## src/rtl/imgproc_msg_reader.sv

```systemverilog
// Avalon-MM master that polls the image-processor message port, parses
// 3-word bounding-box messages and strobes them out to rover control.
module imgproc_msg_reader #(
  parameter int unsigned POLL_INTERVAL = 1000,
  parameter logic [23:0] MSG_ID        = 24'h524242,
  parameter logic [2:0]  ADDR_STATUS   = 3'd0,
  parameter logic [2:0]  ADDR_MSG      = 3'd1
) (
  input  logic        clk,
  input  logic        reset,
  output logic        m_chipselect,
  output logic        m_read,
  output logic        m_write,
  output logic [2:0]  m_address,
  output logic [31:0] m_writedata,
  input  logic [31:0] m_readdata,
  input  logic        flush_req,
  output logic        bb_valid,
  output logic [10:0] bb_x_min,
  output logic [10:0] bb_y_min,
  output logic [10:0] bb_x_max,
  output logic [10:0] bb_y_max,
  output logic        bb_empty,
  output logic [15:0] msg_count,
  output logic [7:0]  err_count
);

  typedef enum logic [2:0] {
    ST_IDLE,
    ST_FLUSH,
    ST_STAT_RD,
    ST_STAT_WT,
    ST_MSG_RD,
    ST_MSG_WT,
    ST_DONE
  } state_t;

  localparam logic [31:0] TIMER_LOAD = 32'(POLL_INTERVAL - 1);

  state_t      state;
  state_t      state_next;
  logic [31:0] timer;
  logic        flush_pend;
  logic [7:0]  avail;
  logic [1:0]  idx;
  logic [10:0] x_min_q;
  logic [10:0] y_min_q;
  logic [7:0]  stat_words;
  logic        id_ok;
  logic [10:0] word_x;
  logic [10:0] word_y;

  assign stat_words = m_readdata[15:8];
  assign id_ok      = (m_readdata[23:0] == MSG_ID) && (m_readdata[31:24] == 8'h00);
  assign word_x     = m_readdata[26:16];
  assign word_y     = m_readdata[10:0];

  always_ff @(posedge clk) begin
    if (reset) state <= ST_IDLE;
    else       state <= state_next;
  end

  always_comb begin
    state_next  = state;
    m_read      = 1'b0;
    m_write     = 1'b0;
    m_address   = '0;
    m_writedata = '0;
    bb_valid    = 1'b0;
    case (state)
      ST_IDLE: begin
        if (flush_pend)       state_next = ST_FLUSH;
        else if (timer == '0) state_next = ST_STAT_RD;
      end
      ST_FLUSH: begin
        m_write     = 1'b1;
        m_address   = ADDR_STATUS;
        m_writedata = 32'h0000_0010;
        state_next  = ST_STAT_RD;
      end
      ST_STAT_RD: begin
        m_read     = 1'b1;
        m_address  = ADDR_STATUS;
        state_next = ST_STAT_WT;
      end
      ST_STAT_WT: begin
        state_next = (stat_words >= 8'd3) ? ST_MSG_RD : ST_IDLE;
      end
      ST_MSG_RD: begin
        m_read     = 1'b1;
        m_address  = ADDR_MSG;
        state_next = ST_MSG_WT;
      end
      ST_MSG_WT: begin
        case (idx)
          2'd0:    state_next = id_ok ? ST_MSG_RD : ST_STAT_RD;
          2'd1:    state_next = ST_MSG_RD;
          default: state_next = ST_DONE;
        endcase
      end
      ST_DONE: begin
        bb_valid   = 1'b1;
        state_next = (avail >= 8'd3) ? ST_MSG_RD : ST_STAT_RD;
      end
      default: state_next = ST_IDLE;
    endcase
  end

  assign m_chipselect = m_read | m_write;

  always_ff @(posedge clk) begin
    if (reset) begin
      timer      <= TIMER_LOAD;
      flush_pend <= 1'b0;
      avail      <= '0;
      idx        <= '0;
      x_min_q    <= '0;
      y_min_q    <= '0;
      bb_x_min   <= '0;
      bb_y_min   <= '0;
      bb_x_max   <= '0;
      bb_y_max   <= '0;
      bb_empty   <= 1'b0;
      msg_count  <= '0;
      err_count  <= '0;
    end else begin
      // a request arriving in the FLUSH cycle itself stays pending
      flush_pend <= flush_req | (flush_pend & (state != ST_FLUSH));
      case (state)
        ST_IDLE: begin
          if (!flush_pend && timer != '0) timer <= timer - 32'd1;
        end
        ST_FLUSH: timer <= TIMER_LOAD;
        ST_STAT_WT: begin
          avail <= stat_words;
          idx   <= 2'd0;
          if (stat_words < 8'd3) timer <= TIMER_LOAD;
        end
        ST_MSG_WT: begin
          if (avail != '0) avail <= avail - 8'd1;
          case (idx)
            2'd0: begin
              if (!id_ok) begin
                if (err_count != '1) err_count <= err_count + 8'd1;
              end else begin
                idx <= 2'd1;
              end
            end
            2'd1: begin
              x_min_q <= word_x;
              y_min_q <= word_y;
              idx     <= 2'd2;
            end
            default: begin
              // outputs land on the edge entering DONE so they align with bb_valid
              bb_x_min <= x_min_q;
              bb_y_min <= y_min_q;
              bb_x_max <= word_x;
              bb_y_max <= word_y;
              bb_empty <= (x_min_q > word_x) || (y_min_q > word_y);
            end
          endcase
        end
        ST_DONE: begin
          idx <= 2'd0;
          if (msg_count != '1) msg_count <= msg_count + 16'd1;
        end
        default: ;
      endcase
    end
  end

endmodule

```

## config.mk

```make
export PLATFORM = sky130hd
export DESIGN_NAME = imgproc_msg_reader
export DESIGN_NICKNAME = d
export VERILOG_FILES = /design/src/rtl/imgproc_msg_reader.sv
export SDC_FILE = /design/constraint.sdc
export NUM_CORES = 1
export LEC_CHECK = 0
export ABC_AREA = 1
export CORE_MARGIN = 2
export CORE_UTILIZATION = 55
export DETAILED_ROUTE_END_ITERATION = 7
export PLACE_DENSITY = 0.91
export SETUP_SLACK_MARGIN = 0.3
export SLEW_MARGIN = 10
export SYNTH_ARGS = -nofsm -noshare
export SYNTH_HDL_FRONTEND = slang
export SYNTH_SLANG_ARGS = --single-unit
```

## constraint.sdc

```tcl
create_clock -name clk -period 4.2 [get_ports clk]
set_input_delay 0.84 -clock clk [delete_from_list [all_inputs] [get_ports clk]]
set_output_delay 0.84 -clock clk [all_outputs]
set_load 0.005 [all_outputs]
```

==> impl_metrics.yaml <==
logic_synthesis:
  synth_common_cells: "nand2_1 (225), nor2_1 (182), dfxtp_1 (137)"
  yosys.cell_count.top_type: "nand2_1"
  syn_avg_cell_area_um2: 6.75
  yosys_warnings: 0
  syn_area_mm2: 0.00735
  synth-main-ff-cell: "dfxtp_1"
  async_flop_share_pct: 0
  ys_ff_latch: 137
  synth_edf_count: 0
  netlist_top_cells_area: "dfxtp_1 (37%), nand2_1 (11%), nor2_1 (9.3%), a21oi_1 (7.2%), o21ai_0 (6.5%)"
  synth_top_cell_area_share_pct: 37.3
  syn_inst: 1089
  synth_top_cell_by_area: "dfxtp_1"
  ys_seq_area_share_pct: 37.3
  synth.distinct_cells: 35
placed_design:
  post-place-ws_ps: 1320
  hpwl_um: 12900
  portBuffers: 109
  finalWeightedCongestion: 0.909
cells_and_area:
  seq_area_mm2: 0.00274
  fillCellCount: 1087
  nets: 1245
  n_antenna_cell: 0
  multiInputGateArea_mm2: 0.00392
  syn2layout_area_growth_pct: 21.7
  postLayoutCoreUtil_pct: 68.0
  final_layout_size_suffix_gt1_share_pct: 3.69
routing:
  vias_per_cell: 5.36
  drc_errors: 0
  dr_total_vias: 7339
  wl_um: 18900
  drt_iter0_markers: 499
  drtPass1Iterations: 5
  wl_per_cell_um: 13.8
  ant_nets: 0
timing:
  fin_crit_ps: 2870
  relSlewSlack_pct: 41.1
  timing.fmax_mhz: 348
  post-route-period-util_pct: 68.3
  tightest_slew_ps: 882
  slew_viol_final: 0
  rsz0062_at_grt: "false"
  setup_tns_ps: 0
  setup_slack_ps: 1330
  hold_viol: 0
  finalSetupViolations: 0
  clock_skew_ps: 7.13
clock_network:
  h-tree-depth: 4
  clk_latency_ps: 420
  cts_buffer_depth: 2
  cts_sinks: 137
  post-cts-setup-buffers: 0
  cts_tree: "built"
  post_cts_resized: 0
  numCtsBuffers: 17
  hold_buffers: 0
  clockRootBuffer: "clkbuf_16"
  clk_pin_slew_worst_paths_ps: 60
outcome:
  outcome: "finished, final reports clean"
floorplanning:
  rows: 42
  start_util_pct: 55.9
  io_pins: 143
  die_area_mm2: 0.0143
  die_w_um: 120
  die_h_um: 120
  coreArea_mm2: 0.0131
power:
  irDropWorstVdd_mv: 0.314
  power.leakage_nw: 3.93
  finalPower_mw: 3.20
  powerDensity_mw_per_mm2: 358
worst_hold_path:
  hold_path_depth: 2
  worstHoldEndpoint: "avail[5]$_SDFFE_PP0P_"
  worstHoldPathType: "register to register"
  hp-start: "avail[5]$_SDFFE_PP0P_"
critical_path:
  max_stage_delay_ps: 500
  r2r_start: "msg_count[0]$_SDFFE_PP0P_"
  cp-end-kind: "output port"
  r2r_slack_ps: 1810
  crit_required_ps: 3360
  crit_family: "buffers and inverters"
  critPathMostFrequentCell: "inv_1"
  arrival_ps: 2030
  r2r_cells: 9
  critPathLaunchType: "register"
  critPathBufInv: 4
  crit_chain: "nor2_1, inv_1, nor2_1, inv_1, nand2_1, inv_1, nand2_1, clkdlybuf4s50_1"
  slowest_stage: "clkdlybuf4s50_1"
  r2r_end: "msg_count[3]$_SDFFE_PP0P_"
  critical_path_class: "register to output port"
  crit_fanout: 3
global_route:
  gr-total-overflow: 0
  use_met3_pct: 8.08
  grt_busiest_layer: "met2"
  antenna_found_initial: 0
  grt_pass1_wl_um: 31700
  grt_max_degree: 71
  gr-usage-all-layers_pct: 26.9
  grt_pass1_vias: 6858
  globalRouteMet2Util_pct: 45.5
  met1_usage_pct: 33.0
flow_run:
  drv_cap: 0
-- worst register-to-register path: cells and delay by family, from the launching register on --
family	cells	cell delay [ps]
flip-flops	1	440
buffers and inverters	1	330
AO/OA/AOI/OAI	2	170
AND/OR/NAND/NOR	5	1130
adder cells (fa/ha/maj)	1	260
-- per-layer routing --
metal,part of all wire [%],vias to the layer above
met5,0,-
met4,1.4,0
met1,43,3371
met2,48,283
met3,7.5,27
li1,-,3658
-- power by group --
group          internal, mW  switching, mW
registers              1.34         0.0360
logic                 0.151          0.288
clock network         0.830          0.564
-- worst max path at each step --
stage | start | end | slack [ps] | depth (start not counted)
2_1_floorplan | m_readdata[13] | timer[16]$_SDFFE_PP0P_ | 2220 | 8
3_3_place_gp | m_readdata[10] | timer[0]$_SDFFE_PP1P_ | 1420 | 9
3_5_place_dp | m_readdata[8] | timer[10]$_SDFFE_PP0P_ | 1320 | 10
4_1_cts | state[1]$_SDFFE_PP0P_ | m_chipselect | 1360 | 8
5_1_grt | state[0]$_SDFFE_PP0P_ | m_chipselect | 1210 | 8
6_report | state[0]$_SDFFE_PP0P_ | m_chipselect | 1330 | 8
-- sequential cells by signal (all words and copies together), names as in the netlist --
signal      cells
avail           8
bb_empty        1
bb_x_max       11
bb_x_min       11
bb_y_max       11
bb_y_min       11
err_count       8
flush_pend      1
idx             2
msg_count      16
state           3
timer          32
x_min_q        11
y_min_q        11
-- stage by stage --
| stage | instance area, um2 | std cells | hold WS [ps] |
|---|---|---|---|
| 3_3_place_gp | 8390 | 1338 | 455 |
| 4_1_cts | 8940 | 1370 | 469 |
| 3_5_place_dp | 8390 | 1338 | 460 |
| 5_1_grt | 8940 | 1370 | 498 |
| 6_report | 8940 | 1370 | 471 |
| 2_1_floorplan | 7470 | 1121 | 439 |
-- logic make-up after synthesis --
kind of cell	synth area share [%]
and+or+nand+nor	28.3
AOI/OAI and AO/OA	15.3
buffers and inverters	11.1
DFF	37.3
adders and majority gates	4.94
xor gates and xnor gates	2.98
other	0.0510
-- cell type report --
type	count	share of cell area (%)
tap	176	2.46
clock buffer	22	5.08
multi-input combinational	812	43.9
timing repair buffer	114	12.6
inverter	99	4.21
sequential	137	30.7
clock inverter	10	1.08
-- layout by cell type, fill, tap and decap left out, types with 5 or more instances in the layout --
cell	synthesis	routed
xnor2_1	6	6
a21oi_1	106	106
buf_4	34	5
xor2_1	19	19
nand3_1	57	57
nor2_1	182	180
clkbuf_16	0	17
inv_1	97	96
ha_1	29	29
dfxtp_1	137	137
nor3_1	16	16
clkdlybuf4s50_1	0	109
nand2_1	225	225
conb_1	1	33
nand4_1	22	22
o21ai_0	96	96
(Power assumes the default switching activity.)
